--- src/rtl/vgachargen_apb_if_if.sv ---
// APB3 slave bus bundle for the VGA character-generator register port.
// Signal names keep the slave-side _i/_o suffixes so the bus reads the same
// at both ends; the modports give each side its direction.
interface vgachargen_apb_if_if;
  logic        psel_i;
  logic        penable_i;
  logic        pwrite_i;
  logic [15:0] paddr_i;
  logic [31:0] pwdata_i;
  logic [31:0] prdata_o;
  logic        pready_o;
  logic        pslverr_o;

  modport slave (
    input  psel_i,
    input  penable_i,
    input  pwrite_i,
    input  paddr_i,
    input  pwdata_i,
    output prdata_o,
    output pready_o,
    output pslverr_o
  );

  modport master (
    output psel_i,
    output penable_i,
    output pwrite_i,
    output paddr_i,
    output pwdata_i,
    input  prdata_o,
    input  pready_o,
    input  pslverr_o
  );
endinterface

--- src/rtl/vgachargen_apb_if.sv ---
// APB3 slave giving the CPU access to the VGA text-mode memories: the
// character map, the colour map and the 128-bit-wide glyph table.
// Memory A-ports have one cycle of read latency. Glyph rows are wider than
// the bus, so a glyph write is a read-modify-write of one 32-bit word.
module vgachargen_apb_if #(
  parameter  int COLS      = 80,
  parameter  int ROWS      = 30,
  parameter  int GLYPHS    = 128,
  localparam int MAP_DEPTH = COLS * ROWS,
  localparam int MAP_AW    = $clog2(MAP_DEPTH),
  localparam int GLYPH_AW  = $clog2(GLYPHS)
) (
  input  logic                   clk_i,
  input  logic                   arstn_i,
  vgachargen_apb_if_if.slave     apb,
  output logic [MAP_AW-1:0]      ch_map_addr_o,
  output logic [7:0]             ch_map_data_o,
  output logic                   ch_map_wen_o,
  input  logic [7:0]             ch_map_data_i,
  output logic [MAP_AW-1:0]      col_map_addr_o,
  output logic [7:0]             col_map_data_o,
  output logic                   col_map_wen_o,
  input  logic [7:0]             col_map_data_i,
  output logic [GLYPH_AW-1:0]    ch_t_addr_o,
  output logic [127:0]           ch_t_data_o,
  output logic                   ch_t_wen_o,
  input  logic [127:0]           ch_t_data_i
);

  typedef enum logic [2:0] {
    IDLE      = 3'd0,
    DECODE    = 3'd1,
    RD_WAIT   = 3'd2,
    RMW_MERGE = 3'd3,
    RESP      = 3'd4
  } state_t;

  localparam logic [1:0] RG_CH  = 2'd0;
  localparam logic [1:0] RG_COL = 2'd1;
  localparam logic [1:0] RG_GLY = 2'd2;
  localparam logic [1:0] RG_BAD = 2'd3;

  localparam logic [31:0] MAP_LIM   = 32'(MAP_DEPTH);
  localparam logic [31:0] GLYPH_LIM = 32'(4 * GLYPHS);

  // Pick one 32-bit word out of a glyph row.
  function automatic logic [31:0] glyph_word(input logic [127:0] row,
                                             input logic [1:0]   w);
    return row[32*w +: 32];
  endfunction

  // Replace one 32-bit word of a glyph row, leaving the other 96 bits intact.
  function automatic logic [127:0] glyph_merge(input logic [127:0] row,
                                               input logic [1:0]   w,
                                               input logic [31:0]  word);
    logic [127:0] res;
    res = row;
    res[32*w +: 32] = word;
    return res;
  endfunction

  // Address decode of the bus as presented in the SETUP phase.
  logic [1:0]  region_in;
  logic [11:0] idx_in;
  logic        invalid_in;

  assign region_in = apb.paddr_i[15:14];
  assign idx_in    = apb.paddr_i[13:2];

  // Byte lane bits and PENABLE carry no information for this slave.
  logic unused_bits;
  assign unused_bits = ^{apb.penable_i, apb.paddr_i[1:0]};

  // Flag out-of-range or reserved-region accesses.
  always_comb begin
    invalid_in = 1'b0;
    case (region_in)
      RG_CH, RG_COL: invalid_in = ({20'd0, idx_in} >= MAP_LIM);
      RG_GLY:        invalid_in = ({20'd0, idx_in} >= GLYPH_LIM);
      default:       invalid_in = 1'b1;
    endcase
  end

  state_t                state_q, state_d;
  logic [1:0]            region_q, region_d;
  logic [1:0]            word_q, word_d;
  logic                  write_q, write_d;
  logic [31:0]           wdata_q, wdata_d;
  logic                  invalid_q, invalid_d;
  logic [31:0]           prdata_q, prdata_d;
  logic                  pready_q, pready_d;
  logic                  pslverr_q, pslverr_d;
  logic [MAP_AW-1:0]     ch_map_addr_q, ch_map_addr_d;
  logic [7:0]            ch_map_data_q, ch_map_data_d;
  logic                  ch_map_wen_q, ch_map_wen_d;
  logic [MAP_AW-1:0]     col_map_addr_q, col_map_addr_d;
  logic [7:0]            col_map_data_q, col_map_data_d;
  logic                  col_map_wen_q, col_map_wen_d;
  logic [GLYPH_AW-1:0]   ch_t_addr_q, ch_t_addr_d;
  logic [127:0]          ch_t_data_q, ch_t_data_d;
  logic                  ch_t_wen_q, ch_t_wen_d;

  // Next-state and registered-output logic for the transfer sequencer.
  // Write enables and PREADY default low, so each is a one-cycle pulse.
  always_comb begin
    state_d        = state_q;
    region_d       = region_q;
    word_d         = word_q;
    write_d        = write_q;
    wdata_d        = wdata_q;
    invalid_d      = invalid_q;
    prdata_d       = 32'd0;
    pready_d       = 1'b0;
    pslverr_d      = 1'b0;
    ch_map_addr_d  = ch_map_addr_q;
    ch_map_data_d  = ch_map_data_q;
    ch_map_wen_d   = 1'b0;
    col_map_addr_d = col_map_addr_q;
    col_map_data_d = col_map_data_q;
    col_map_wen_d  = 1'b0;
    ch_t_addr_d    = ch_t_addr_q;
    ch_t_data_d    = ch_t_data_q;
    ch_t_wen_d     = 1'b0;

    case (state_q)
      IDLE: begin
        if (apb.psel_i) begin
          // Capture the whole request now so the memory address (and a map
          // write pulse) is already on the A-port during DECODE.
          state_d   = DECODE;
          region_d  = region_in;
          word_d    = apb.paddr_i[3:2];
          write_d   = apb.pwrite_i;
          wdata_d   = apb.pwdata_i;
          invalid_d = invalid_in;
          if (!invalid_in) begin
            case (region_in)
              RG_CH: begin
                ch_map_addr_d = idx_in[MAP_AW-1:0];
                if (apb.pwrite_i) begin
                  ch_map_data_d = apb.pwdata_i[7:0];
                  ch_map_wen_d  = 1'b1;
                end
              end
              RG_COL: begin
                col_map_addr_d = idx_in[MAP_AW-1:0];
                if (apb.pwrite_i) begin
                  col_map_data_d = apb.pwdata_i[7:0];
                  col_map_wen_d  = 1'b1;
                end
              end
              RG_GLY: begin
                ch_t_addr_d = idx_in[GLYPH_AW+1:2];
              end
              default: begin
              end
            endcase
          end
        end
      end

      DECODE: begin
        if (!apb.psel_i) begin
          state_d = IDLE;
        end else if (invalid_q) begin
          state_d   = RESP;
          pready_d  = 1'b1;
          pslverr_d = 1'b1;
        end else if (write_q && (region_q != RG_GLY)) begin
          state_d  = RESP;
          pready_d = 1'b1;
        end else begin
          state_d = RD_WAIT;
        end
      end

      RD_WAIT: begin
        // Read data for the address driven in DECODE is valid here.
        if (!apb.psel_i) begin
          state_d = IDLE;
        end else if (write_q) begin
          state_d     = RMW_MERGE;
          ch_t_data_d = glyph_merge(ch_t_data_i, word_q, wdata_q);
          ch_t_wen_d  = 1'b1;
        end else begin
          state_d  = RESP;
          pready_d = 1'b1;
          case (region_q)
            RG_CH:   prdata_d = {24'd0, ch_map_data_i};
            RG_COL:  prdata_d = {24'd0, col_map_data_i};
            RG_GLY:  prdata_d = glyph_word(ch_t_data_i, word_q);
            default: prdata_d = 32'd0;
          endcase
        end
      end

      RMW_MERGE: begin
        if (!apb.psel_i) begin
          state_d = IDLE;
        end else begin
          state_d  = RESP;
          pready_d = 1'b1;
        end
      end

      RESP: begin
        state_d = IDLE;
      end

      default: begin
        state_d = IDLE;
      end
    endcase
  end

  // State and output registers; reset clears every output immediately.
  always_ff @(posedge clk_i or negedge arstn_i) begin
    if (!arstn_i) begin
      state_q        <= IDLE;
      region_q       <= RG_CH;
      word_q         <= 2'd0;
      write_q        <= 1'b0;
      wdata_q        <= 32'd0;
      invalid_q      <= 1'b0;
      prdata_q       <= 32'd0;
      pready_q       <= 1'b0;
      pslverr_q      <= 1'b0;
      ch_map_addr_q  <= '0;
      ch_map_data_q  <= 8'd0;
      ch_map_wen_q   <= 1'b0;
      col_map_addr_q <= '0;
      col_map_data_q <= 8'd0;
      col_map_wen_q  <= 1'b0;
      ch_t_addr_q    <= '0;
      ch_t_data_q    <= 128'd0;
      ch_t_wen_q     <= 1'b0;
    end else begin
      state_q        <= state_d;
      region_q       <= region_d;
      word_q         <= word_d;
      write_q        <= write_d;
      wdata_q        <= wdata_d;
      invalid_q      <= invalid_d;
      prdata_q       <= prdata_d;
      pready_q       <= pready_d;
      pslverr_q      <= pslverr_d;
      ch_map_addr_q  <= ch_map_addr_d;
      ch_map_data_q  <= ch_map_data_d;
      ch_map_wen_q   <= ch_map_wen_d;
      col_map_addr_q <= col_map_addr_d;
      col_map_data_q <= col_map_data_d;
      col_map_wen_q  <= col_map_wen_d;
      ch_t_addr_q    <= ch_t_addr_d;
      ch_t_data_q    <= ch_t_data_d;
      ch_t_wen_q     <= ch_t_wen_d;
    end
  end

  assign apb.prdata_o   = prdata_q;
  assign apb.pready_o   = pready_q;
  assign apb.pslverr_o  = pslverr_q;
  assign ch_map_addr_o  = ch_map_addr_q;
  assign ch_map_data_o  = ch_map_data_q;
  assign ch_map_wen_o   = ch_map_wen_q;
  assign col_map_addr_o = col_map_addr_q;
  assign col_map_data_o = col_map_data_q;
  assign col_map_wen_o  = col_map_wen_q;
  assign ch_t_addr_o    = ch_t_addr_q;
  assign ch_t_data_o    = ch_t_data_q;
  assign ch_t_wen_o     = ch_t_wen_q;

endmodule

--- src/flat_wrapper.sv ---
// flat-port wrapper written by rule: the top's interface ports become plain ports
module vgachargen_apb_if_flat 
#(
  parameter  int COLS      = 80,
  parameter  int ROWS      = 30,
  parameter  int GLYPHS    = 128,
  localparam int MAP_DEPTH = COLS * ROWS,
  localparam int MAP_AW    = $clog2(MAP_DEPTH),
  localparam int GLYPH_AW  = $clog2(GLYPHS)
)
  (clk_i, arstn_i, ch_map_addr_o, ch_map_data_o, ch_map_wen_o, ch_map_data_i, col_map_addr_o, col_map_data_o, col_map_wen_o, col_map_data_i, ch_t_addr_o, ch_t_data_o, ch_t_wen_o, ch_t_data_i, apb_psel_i, apb_penable_i, apb_pwrite_i, apb_paddr_i, apb_pwdata_i, apb_prdata_o, apb_pready_o, apb_pslverr_o);
  vgachargen_apb_if_if apb_i ();
  input  logic clk_i;
  input  logic arstn_i;
  output logic [MAP_AW-1:0] ch_map_addr_o;
  output logic [7:0] ch_map_data_o;
  output logic ch_map_wen_o;
  input  logic [7:0] ch_map_data_i;
  output logic [MAP_AW-1:0] col_map_addr_o;
  output logic [7:0] col_map_data_o;
  output logic col_map_wen_o;
  input  logic [7:0] col_map_data_i;
  output logic [GLYPH_AW-1:0] ch_t_addr_o;
  output logic [127:0] ch_t_data_o;
  output logic ch_t_wen_o;
  input  logic [127:0] ch_t_data_i;
  input wire logic [$bits(apb_i.psel_i)-1:0] apb_psel_i;
  input wire logic [$bits(apb_i.penable_i)-1:0] apb_penable_i;
  input wire logic [$bits(apb_i.pwrite_i)-1:0] apb_pwrite_i;
  input wire logic [$bits(apb_i.paddr_i)-1:0] apb_paddr_i;
  input wire logic [$bits(apb_i.pwdata_i)-1:0] apb_pwdata_i;
  output wire logic [$bits(apb_i.prdata_o)-1:0] apb_prdata_o;
  output wire logic [$bits(apb_i.pready_o)-1:0] apb_pready_o;
  output wire logic [$bits(apb_i.pslverr_o)-1:0] apb_pslverr_o;
  assign apb_i.psel_i = apb_psel_i;
  assign apb_i.penable_i = apb_penable_i;
  assign apb_i.pwrite_i = apb_pwrite_i;
  assign apb_i.paddr_i = apb_paddr_i;
  assign apb_i.pwdata_i = apb_pwdata_i;
  assign apb_prdata_o = apb_i.prdata_o;
  assign apb_pready_o = apb_i.pready_o;
  assign apb_pslverr_o = apb_i.pslverr_o;
  vgachargen_apb_if #(.COLS(COLS), .ROWS(ROWS), .GLYPHS(GLYPHS)) u_core (.clk_i(clk_i), .arstn_i(arstn_i), .apb(apb_i), .ch_map_addr_o(ch_map_addr_o), .ch_map_data_o(ch_map_data_o), .ch_map_wen_o(ch_map_wen_o), .ch_map_data_i(ch_map_data_i), .col_map_addr_o(col_map_addr_o), .col_map_data_o(col_map_data_o), .col_map_wen_o(col_map_wen_o), .col_map_data_i(col_map_data_i), .ch_t_addr_o(ch_t_addr_o), .ch_t_data_o(ch_t_data_o), .ch_t_wen_o(ch_t_wen_o), .ch_t_data_i(ch_t_data_i));
endmodule
--- config.mk ---
export PLATFORM = sky130hd
export DESIGN_NAME = vgachargen_apb_if_flat
export DESIGN_NICKNAME = d
export VERILOG_FILES = /design/src/rtl/vgachargen_apb_if_if.sv /design/src/rtl/vgachargen_apb_if.sv /design/src/flat_wrapper.sv
export SDC_FILE = /design/constraint.sdc
export NUM_CORES = 1
export LEC_CHECK = 0
export CAP_MARGIN = 10
export CORE_ASPECT_RATIO = 1.4
export CORE_MARGIN = 4
export CORE_UTILIZATION = 46
export CTS_CLUSTER_DIAMETER = 200
export DETAILED_ROUTE_END_ITERATION = 12
export HOLD_SLACK_MARGIN = 0.06
export PLACE_DENSITY = 0.93
export RECOVER_POWER = 100
export SYNTH_ARGS = -nofsm -noshare
export SYNTH_HDL_FRONTEND = slang
export SYNTH_SLANG_ARGS = --single-unit
--- constraint.sdc ---
create_clock -name clk_i -period 3.3 [get_ports clk_i]
set_input_delay 0.33 -clock clk_i [delete_from_list [all_inputs] [get_ports clk_i]]
set_output_delay 0.33 -clock clk_i [all_outputs]
set_load 0.02 [all_outputs]
# Word-level counts from Yosys, hierarchy flattened
# Cells that the tools add are included.
[op_classes]
n_eq_ne = 9
n_addsub = 1
order_cmp = 2
n_bitwise = 1
muxes = 36
n_reduce_logical = 12
shifts = 3
[op_table]
columns = ["cell", "n"]
rows = [
  ["$bwmux W128", 1],
  ["$shift A32 B34 Y128 const A", 1],
  ["$shiftx A128 B8 Y32", 1],
  ["$shiftx A32 B34 Y128", 1],
  ["$mux W32", 3],
  ["$pmux W32 S3", 1],
  ["$neg A7 Y34", 1],
  ["$mux W1", 21],
  ["$mux W3", 7],
  ["$ge A12 B10 Y1 const B", 1],
  ["$ge A12 B12 Y1 const B", 1],
  ["$pmux W3 S4", 1],
  ["$reduce_and A4 Y1", 3],
  ["$reduce_and A5 Y1", 2],
  ["$eq A3 B2 Y1 const B", 2],
  ["$eq A2 B1 Y1 const B", 2],
  ["$eq A2 B2 Y1 const B", 2],
  ["$logic_not A2 Y1", 2],
  ["$ne A2 B2 Y1 const B", 2],
  ["$eq A3 B1 Y1 const B", 1],
  ["$logic_not A3 Y1", 1],
  ["$pmux W1 S3", 1],
  ["$reduce_and A3 Y1", 1],
  ["$pmux W1 S2", 1],
  ["4 further kinds", 4],
]
[word_totals]
in_bits = 197
wordCells = 82
out_inout_bits = 212
ff_bits = 253

# Longest topological paths before layout
[logic_depth]
ltp_word = 6
mapped_depth = 9

# Worst setup path before layout
# OpenSTA, ideal clock, no wires.
[synth_path]
kind = "register -> register"
start = "register u_core.word_q[1]"
end = "register u_core.ch_t_data_q[0] (netlist: u_core.ch_t_data_o[0])"
setup_time_ns = 0.083
stages_incl_launch_ff = 10
arrival_time_ns = 2.281
path_buffers = 4
path_slack_ns = 0.936
path_cell_list = "dfrtp_1 > clkbuf_1 > clkbuf_1 > inv_1 > ha_1 > nor4bb_1 > clkbuf_1 > clkbuf_1 > a21oi_1 > o21ai_0"
[synth_via]
elab_chain_len = 3
elab_cells_between_ends = 4
classes_between = "1 x add/sub; 2 x shift; 1 x mux"
[synth_lines]
columns = ["item", "line", "source"]
rows = [
  ["start, declared", "vgachargen_apb_if.sv:86", "logic [1:0] word_q, word_d;"],
  ["start signal, assigned", "vgachargen_apb_if.sv:240", "word_q <= word_d;"],
  ["$neg A7 Y34 *", "vgachargen_apb_if.sv:58", "res[32*w +: 32] = word;"],
  ["$shiftx A32 B34 Y128 / $shift A32 B34 Y128 (equally long branches)", "vgachargen_apb_if.sv:58", ""],
  ["$bwmux W128 *", "vgachargen_apb_if.sv:58", ""],
  ["end signal, assigned", "vgachargen_apb_if.sv:254", "ch_t_data_q <= ch_t_data_d;"],
  ["end, declared", "vgachargen_apb_if.sv:100", "logic [127:0] ch_t_data_q, ch_t_data_d;"],
]
# Every way passes the cells marked *; elsewhere a longest branch is shown, timed or not.
# A chain may end at the register's enable or synchronous reset.

# Final worst setup path
[layout_path]
start = "register u_core.word_q[1]"
end = "register u_core.prdata_q[4] (netlist: u_core.apb.prdata_o[4])"
[layout_via]
elab_chain_len = 5
[layout_lines]
columns = ["item", "line", "source"]
rows = [
  ["$shiftx A128 B8 Y32", "vgachargen_apb_if.sv:49", "return row[32*w +: 32];"],
  ["$pmux W32 S3", "vgachargen_apb_if.sv:188", "case (region_q)"],
  ["$mux W32", "vgachargen_apb_if.sv:181", "end else if (write_q) begin"],
  ["$mux W32", "vgachargen_apb_if.sv:179", "if (!apb.psel_i) begin"],
  ["$mux W32", "vgachargen_apb_if.sv:125", "case (state_q)"],
  ["net u_core.prdata_d[4]", "vgachargen_apb_if.sv:90", "logic [31:0] prdata_q, prdata_d;"],
  ["end signal, assigned", "vgachargen_apb_if.sv:244", "prdata_q <= prdata_d;"],
  ["end, declared", "vgachargen_apb_if.sv:90", ""],
]
# The timed path passes the listed nets, and every way through them passes these cells.

==> impl_results.md <==
* Number of antenna violations at the first check in global routing at 3
* Number of nets in the layout at about 1.7k
* Number of buffers added by the clock tree synthesis step at 26
* Final worst clock skew at 0.0176 ns
* H-tree levels at 1
* Final hold violation count at 0
* Total net switching power at between 5 and 6 mW
* First-pass GRT wire length at between 60000 and 70000 µm
* Combinational fraction of design power at between 40% and 50%
* Worst-case setup slack after placement at ~0.75 ns
* Power density over the cells at 863 nW/µm²
* Top library cells by usage in the layout, fill and taps aside: 251 x dfrtp_1, 240 x nand2_1, 213 x dlygate4sd3_1, 192 x clkdlybuf4s50_1, 153 x nor2b_1
* Startpoint type of the worst setup path: flop
* Reg clk slew, reported paths at around 0.07 ns
* Setup total negative slack at 0 ns
* Per-cell via count in the routed design at about 5.7
* Total Routing Usage GR at just under 30%
* Worst setup EP type: flop
* Total congestion overflow after global routing at 0
* Cell area after synthesis at roughly 12000 µm²
* Largest driver fanout on the critical path at 23
* Cell count after synthesis at ~1.1k
* #FFs+latches synth at between 200 and 300
* Port-buffer cells at 405
* Insertion delay to the later sink of the worst-skew pair at 0.54 ns
* Max VDD drop at 0.686 mV
* Pin count of the biggest net entering global routing at between 100 and 150
* Max transition margin at -27.8%
* Data arrival time of the critical path at 3.35 ns
* DRT antenna net count at 0
* Worst R2R Path Depth at 4
* Count of clock tree sinks at 253
* First drt pass iteration count at 5
* # fillers at ~1.8k
* Top FF cell, synth: dfrtp_1
* RSZ-0062 raised after global routing: false
* Post-detailed-routing wire length at slightly above 40000 µm
* Die outline height at about 200 µm
* Overall Power at around 14 mW
* Violated checks: capacitance limit, slew limit
* Fraction of final layout cells with drive strength greater than 1 at around a tenth
* Std-Cell Core Area at 24800 µm²
* Die extent in x at about 140 µm
* Total die area at roughly 28000 µm²
* Outcome: finished with violations
* Setup Viol. Count Final at 0
* Clock share of power at 20.4%
* Crit Path Class: flop to flop
* Yosys synthesis warning count at 0
* Final core utilization at about two thirds
* Leakage power total at 7.73 nW
* Share of the yosys chip area belonging to registers at 54.6%
* Setup Fix Bufs, Post-CTS at 0
* Initial DRC count at roughly 850
* Worst path setup slack after routing at between 0.3 and 0.4 ns
* TritonCTS clock tree: yes
* HPWL Detailed at between 20000 and 30000 µm
* Synth Area per Inst at approximately 10 µm²
* Number of buffers on the longest clock path at 3
* Clock tree root driver cell: clkbuf_16
* Total number of placement rows at about 70
* Data required, critical path at about 3.7 ns
* Total count of max-transition violations in the final report at 62
* Routed WL per cell at between 20 and 25 µm
* Count of different cell masters after synthesis at 37
* Proportion of total power due to net switching at roughly two fifths
* Initial Utilization at 46.8%
* Count of maximum capacitance violations at 2
* Final standard cell area without fillers at ~17000 µm²
* Final Critical Period at 2.94 ns
* Number of global-route vias before repair at approximately 11k
* Worst slew pin tran at between 1.5 and 2 ns
* Placer congestion estimate at about 0.93
* Cell Count Post-Placement at ~1.8k
* Pint at a little under 9 mW
* Maximum achievable frequency at roughly 340 MHz
* Number of synthesized flops with an enable pin at 0
* Post-CTS sizing at 0
* Quantity of hold-fixing buffers added after cts at 1
* Worst Hold Slack at approximately 0.30 ns
* Net count after synthesis at ~1.3k
* Portion of total power attributed to sequential cells at 35.7%
* I/O pin total at 409
* Async set-reset flop share out of synthesis at between 90% and 100%
* Most common library cell in the layout ignoring fill and taps: dfrtp_1
* Worst hold path type: input pin to asynchronous set/reset pin
* Signed area change from the synthesized netlist to the final layout at 44.4%
* Tcrit/Tclk final at between 80 and 90%
* Fin cells at about 1.9k
* Vias post-DR at around 11k
* Area after DPL at roughly 16000 µm²
* Post-route DRC at 0
[Yosys cell counts (2+ instances only)]
cell type  instances  area share [%]
a21oi_1          139             6.0
buf_2             22            0.95
clkbuf_1          56             1.8
dfrtp_1          253              55
ha_1               5            0.54
inv_1              4            0.13
mux2_2            45             4.4
mux2i_1            8            0.69
mux4_2            32             6.2
nand2_1          240             7.8
nand3_1            2           0.086
nor2_1            21            0.68
nor2b_1          153             8.3
nor3_1             6            0.26
nor4bb_1           2            0.17
o21ai_0          133             5.7
[kinds of logic after synthesis]
kind of cell | share of synthesized area [%]
AOI/OAI and AO/OA | 12.2
adders and majority gates | 0.540
buffers and inverters | 2.99
DFF | 54.6
muxes | 11.3
and+or+nand+nor | 18.4
[routing by layer]
layer  share of wire (%)  vias to the layer above  global-route usage (%)
met3                 9.0                      182                    6.66
met2                  50                      665                    50.0
met1                  34                     5046                    33.0
li1                    -                     4630                       -
met5               0.082                        -                       0
met4                 6.8                        4                    17.6
[cell type report]
| cell class | count | area, µm² | area share [%] |
|---|---|---|---|
| diodes | 1 | 2.50 | 0.0149 |
| multi-input cells | 805 | 4920 | 29.4 |
| clock buffers | 42 | 792 | 4.73 |
| clock inverters | 6 | 61.3 | 0.366 |
| inverters | 4 | 15.0 | 0.0897 |
| flip-flops and latches | 253 | 6330 | 37.8 |
| repair buffers | 427 | 4230 | 25.3 |
| well taps | 315 | 394 | 2.35 |
[worst paths after layout]
check,from,to,slack [ns]
max,u_core.word_q[1],u_core.apb.prdata_o[4],0.36
min,arstn_i,u_core.ch_t_data_o[72],0.30
max reg2reg,u_core.word_q[1],u_core.apb.prdata_o[4],0.36
min reg2reg,u_core.ch_t_data_o[119],u_core.ch_t_data_o[119],0.47
max in group asynchronous,arstn_i,u_core.word_q[0],1.04
min in group clk_i,apb_pwdata_i[13],u_core.wdata_q[13],0.32
[power by group through the flow]
stage	clock network, mW	registers [mW]	logic (mW)
3_3_place_gp	0	5.14	6.52
5_1_grt	3.13	5.30	6.78
3_5_place_dp	0	5.23	6.69
2_1_floorplan	0	6.03	2.46
6_report	2.94	5.16	6.35
4_1_cts	2.99	5.19	6.74
[critical path, stage by stage (launching register included)]
cell and delay (ns):
dfrtp_2 0.59, clkbuf_1 1.42, mux4_2 0.48, a21oi_1 0.23
nor2_1 0.08
[state kept, by name (all words and copies together), names as in the netlist]
name                   flops
u_core.apb.pready_o        1
u_core.write_q             1
u_core.apb.pslverr_o       1
u_core.state_q             3
u_core.region_q            2
u_core.word_q              2
u_core.ch_t_wen_o          1
u_core.apb.prdata_o       32
u_core.ch_map_data_o       8
u_core.ch_t_data_o       128
u_core.col_map_addr_o     12
u_core.col_map_data_o      8
u_core.col_map_wen_o       1
u_core.ch_map_addr_o      12
u_core.ch_t_addr_o         7
u_core.ch_map_wen_o        1
u_core.invalid_q           1
u_core.wdata_q            32
Power figures use the tool's default switching activity.
